===== src/rtl/audio_pkg.sv =====
// Shared audio definitions for the SDM ADC decimation chain and its I2S output stage.
package audio_pkg;

    localparam int SAMPLE_W        = 16;
    localparam int SLOTS_PER_FRAME = 32;

    typedef logic signed [SAMPLE_W-1:0] sample_t;

endpackage


===== src/rtl/sample_fifo.sv =====
// Synchronous first-word-fall-through FIFO holding audio samples.
module sample_fifo import audio_pkg::*; #(
    parameter int DEPTH = 8
) (
    input  logic                     clk,
    input  logic                     reset,
    input  logic                     push,
    input  logic                     pop,
    input  sample_t                  din,
    output sample_t                  dout,
    output logic                     full,
    output logic                     empty,
    output logic [$clog2(DEPTH):0]   level
);

    localparam int AW = $clog2(DEPTH);

    sample_t        mem [DEPTH];
    logic [AW-1:0]  wr_ptr;
    logic [AW-1:0]  rd_ptr;
    logic           do_push;
    logic           do_pop;

    // A push into a full FIFO is still accepted when a pop frees a slot in the same cycle.
    assign do_pop  = pop && !empty;
    assign do_push = push && (!full || do_pop);

    assign full  = (level == (AW+1)'(DEPTH));
    assign empty = (level == '0);
    assign dout  = mem[rd_ptr];

    always_ff @(posedge clk) begin
        if (reset) begin
            wr_ptr <= '0;
            rd_ptr <= '0;
            level  <= '0;
        end else begin
            if (do_push) wr_ptr <= wr_ptr + 1'b1;
            if (do_pop)  rd_ptr <= rd_ptr + 1'b1;
            case ({do_push, do_pop})
                2'b10:   level <= level + 1'b1;
                2'b01:   level <= level - 1'b1;
                default: level <= level;
            endcase
        end
    end

    always_ff @(posedge clk) begin
        if (do_push) mem[wr_ptr] <= din;
    end

endmodule


===== src/rtl/audio_i2s_tx.sv =====
// I2S transmitter: buffers mono samples and sends each one on both stereo channels.
module audio_i2s_tx import audio_pkg::*; #(
    parameter int BCLK_DIV   = 4,
    parameter int FIFO_DEPTH = 8
) (
    input  logic                          clk,
    input  logic                          reset,
    input  logic                          valid_in,
    input  logic [15:0]                   data_in,
    output logic                          bclk,
    output logic                          lrclk,
    output logic                          sdata,
    output logic [$clog2(FIFO_DEPTH):0]   fifo_level,
    output logic                          underflow,
    output logic                          overflow
);

    localparam int DIV_W  = (BCLK_DIV > 1) ? $clog2(BCLK_DIV) : 1;
    localparam int SLOT_W = $clog2(SLOTS_PER_FRAME);

    logic [DIV_W-1:0]   div_cnt;
    logic [SLOT_W-1:0]  slot;
    logic [SLOT_W-1:0]  slot_nxt;
    logic [31:0]        shift_reg;
    logic               div_tc;
    logic               fall_tick;
    logic               slot1_entry;
    logic               pop;
    logic               fifo_full;
    logic               fifo_empty;
    sample_t            fifo_din;
    sample_t            fifo_dout;

    assign fifo_din    = sample_t'(data_in);
    assign div_tc      = (div_cnt == DIV_W'(BCLK_DIV - 1));
    assign fall_tick   = div_tc && bclk;
    assign slot_nxt    = slot + 1'b1;
    assign slot1_entry = fall_tick && (slot_nxt == SLOT_W'(1));
    assign pop         = slot1_entry && !fifo_empty;
    assign sdata       = shift_reg[31];

    sample_fifo #(
        .DEPTH (FIFO_DEPTH)
    ) u_fifo (
        .clk   (clk),
        .reset (reset),
        .push  (valid_in),
        .pop   (pop),
        .din   (fifo_din),
        .dout  (fifo_dout),
        .full  (fifo_full),
        .empty (fifo_empty),
        .level (fifo_level)
    );

    always_ff @(posedge clk) begin
        if (reset) begin
            div_cnt <= '0;
            bclk    <= 1'b0;
        end else if (div_tc) begin
            div_cnt <= '0;
            bclk    <= ~bclk;
        end else begin
            div_cnt <= div_cnt + 1'b1;
        end
    end

    // Slot counter starts at 31 so the first falling edge lands on slot 0 of a fresh frame.
    always_ff @(posedge clk) begin
        if (reset) begin
            slot      <= '1;
            lrclk     <= 1'b0;
            shift_reg <= '0;
        end else if (fall_tick) begin
            slot  <= slot_nxt;
            lrclk <= slot_nxt[SLOT_W-1];
            if (slot_nxt == SLOT_W'(1))
                shift_reg <= pop ? {fifo_dout, fifo_dout} : 32'd0;
            else
                shift_reg <= shift_reg << 1;
        end
    end

    always_ff @(posedge clk) begin
        if (reset) begin
            underflow <= 1'b0;
            overflow  <= 1'b0;
        end else begin
            underflow <= slot1_entry && fifo_empty;
            overflow  <= valid_in && fifo_full && !pop;
        end
    end

endmodule


===== config.mk =====
export PLATFORM = sky130hd
export DESIGN_NAME = audio_i2s_tx
export DESIGN_NICKNAME = d
export VERILOG_FILES = /design/src/rtl/audio_pkg.sv /design/src/rtl/sample_fifo.sv /design/src/rtl/audio_i2s_tx.sv
export SDC_FILE = /design/constraint.sdc
export NUM_CORES = 1
export LEC_CHECK = 0
export ABC_AREA = 1
export ABC_CLOCK_PERIOD_IN_PS = 3150
export BUFFER_PORTS_ARGS = -buffer_cell sky130_fd_sc_hd__buf_2
export CORE_MARGIN = 1
export CORE_UTILIZATION = 35
export CTS_CLUSTER_SIZE = 28
export DETAILED_ROUTE_END_ITERATION = 10
export SYNTH_ARGS = -nofsm -noshare
export SYNTH_HDL_FRONTEND = slang
export SYNTH_SLANG_ARGS = --single-unit

===== constraint.sdc =====
create_clock -name clk -period 3.15 [get_ports clk]
set_clock_uncertainty 0.1 [all_clocks]
set_input_delay 0 -clock clk [delete_from_list [all_inputs] [get_ports clk]]
set_output_delay 0 -clock clk [all_outputs]
set_load 0.02 [all_outputs]

==> flow_summary.ini <==
[status]
status = finished, final reports clean

[cts]
clk_pin_slew_ps = 70
cts_tree = yes
cts_buffers = 17
clk_latency_ps = 420
cts.sinks = 184
cts_root_buffer = clkbuf_16
htree_levels = 4
cts_setup_buffers = 0
clockBufferDepth = 2

[synthesis]
synth-simple-area-share = 0.204
yosysTopAreaCell = edfxtp_1
synth_area_um2 = 7600
syn-num-nets = 769
synth_area_leaders = edfxtp_1 51%, dfxtp_1 15%, nand2_1 11%, a21oi_1 4.8%, nand3_1 4.8%
synthArstFlopShare = 0
synth_compound_area_frac = 0.0785
syn_inst = 742
netlist.area_leader.share = 0.506
ys.flop_type = edfxtp_1
synth_edf_count = 128
synth-seq-cells = 184
ys_warn_count = 0
synth_cell_types = 33
synth_top_family_by_area = simple AND/OR/NAND/NOR gates
syn-mean-instance-area_um2 = 10.2
synthMuxAreaShare = 0
ys_seq_area_frac = 0.653
synth-xor-area-share = 0.00675
synthAdderAreaFrac = 0.0132

[finish]
fin_nets = 813
area_growth_pct = 16.3
n_antenna_cell = 0
drive_gt1_frac = 0.135
largest_reg_flops = 128

[setup_path]
setup.worst_path.start_class = flip-flop
criticalPathCategory = flip-flop to flip-flop
endpoint_kind = flip-flop
worstPathArrival_ps = 2870
cp.required_ps = 3360
critPathMaxFanout = 8

[sta]
fin_hold_ws_ps = 275
finalMaxSlewViolations = 0
relSlewSlack = 0.356
fin_tns_setup_ps = 0
setup_viol = 0
hold_violations = 0
clock.fmax_mhz = 376
worst_pin_slew_ps = 965
rsz0062_at_grt = no
fin_crit_ps = 2660
fin_crit_sh = 0.845

[global_route]
grt_max_degree = 65
antenna_found_initial = 0
track_usage = 0.152
grt_pass1_wl_um = 25600
grt_pass1_vias = 5023
grt_remaining_overflow = 0

[placed_design]
hpwl_um = 9020
gp_congestion = 0.784
port_buffers = 27

[routing]
maxUsedRoutingLayer = met4
wl_per_cell_um = 14.7
wirelength_met1_um = 7040
routed_wl_um = 15800
dr_wl_met3_um = 674
drtIter0Drc = 296
first_pass_iters = 4
met2_wirelength_um = 7930
vias_per_cell = 4.72
vias = 5072
route.detailed.drc = 0
postRouteAntennaNets = 0

[pwr]
ir_drop_v = 0.000493
p_per_area_nw_per_um2 = 568
power.leakage_nw = 3.56

[floorplanning]
ios = 28
die_area_um2 = 22300
rows = 53
coreArea_um2 = 21200
start_util = 0.359
die_h_um = 149
die_w_um = 149

[run]
timing.max_cap.violations = 0

[min_path]
hp-class = input port to flip-flop
## synthesized netlist by cell type (6+ instances only)
library cell and instances:
a21oi_1 73, buf_2 14, clkbuf_1 22, dfxtp_1 56, edfxtp_1 128, ha_1 8, inv_1 37, nand2_1 231
nand2_2 10, nand2_4 9, nand3_1 73, nor2_1 14, nor3_1 6, o21ai_0 35
## worst paths after layout
path         depth (start not counted)  slack [ps]         from           endpoint
min                                  2         280  data_in[11]  u_fifo.mem[1][11]
min reg2reg                          1         330   div_cnt[0]         div_cnt[0]
max                                 15         490      slot[0]    u_fifo.level[2]
max reg2reg                         15         490      slot[0]    u_fifo.level[2]
## worst max-delay path, cell delays in order (launching register included)
cell and delay, ps:
dfxtp_1 380, ha_1 230, nand3_1 90, nand2_1 80, nand2_2 80, nor2_4 130, nand3_1 100, nand2_2 140
nand2_2 160, ha_1 260, xor2_1 240, ha_1 190, a21oi_1 50, xnor2_1 130, o21ai_0 140, inv_1 50
## cells in the final DEF, fill, tap and decap left out, types with 9 or more instances in the layout
cell / instances
nand2_1: 231
edfxtp_1: 128
nand3_1: 73
a21oi_1: 73
dfxtp_1: 55
inv_1: 37
o21ai_0: 35
buf_2: 27
dlygate4sd3_1: 18
buf_4: 18
clkbuf_16: 17
nor2_1: 14
nand2_2: 10
nand2_4: 9
## metrics by stage
stage	total power [W]	std cells	area [µm²]	utilization	setup WS, ps
3_5_place_dp	0.00293	1024	8070	0.381	474
5_1_grt	0.00520	1074	8840	0.418	194
2_1_floorplan	0.00285	742	7600	-	274
3_3_place_gp	0.00293	1024	8070	0.381	553
4_1_cts	0.00507	1074	8840	0.418	473
6_report	0.00502	1074	8840	0.418	489
## layer usage
layer / GRT usage / up-vias
met1: 0.197 / 2365
met2: 0.249 / 86
li1: - / 2613
met5: 0 / -
met4: 0.0505 / 0
met3: 0.0370 / 8
## what timing repair did
item	4_1_cts	5_1_grt
hold buffers	18	0
resized for setup	0	0
hold endpoints to repair	138	0
## power breakdown
group          leakage (nW)  total [W]  switching [W]  internal, W
registers              1.62    0.00266      0.0000239      0.00264
logic                  1.67   0.000231       0.000152    0.0000791
clock network         0.282    0.00213       0.000937      0.00119
total                  3.56    0.00502        0.00111      0.00391
## cell families after synthesis
group	Yosys count
buf+inv	78
xor+xnor	5
flops	184
fa+ha+maj	8
compound gates	116
simple gates	351
## cell type report
type / instances / area [µm²]
Multi-Input combinational cell: 480 / 2320
Tap cell: 275 / 344
Clock buffer: 18 / 429
Inverter: 39 / 148
Sequential cell: 184 / 4970
Clock inverter: 14 / 165
Fill cell: 1966 / 12300
Timing Repair Buffer: 64 / 470
Note: power is estimated with default switching activity, not from simulation.
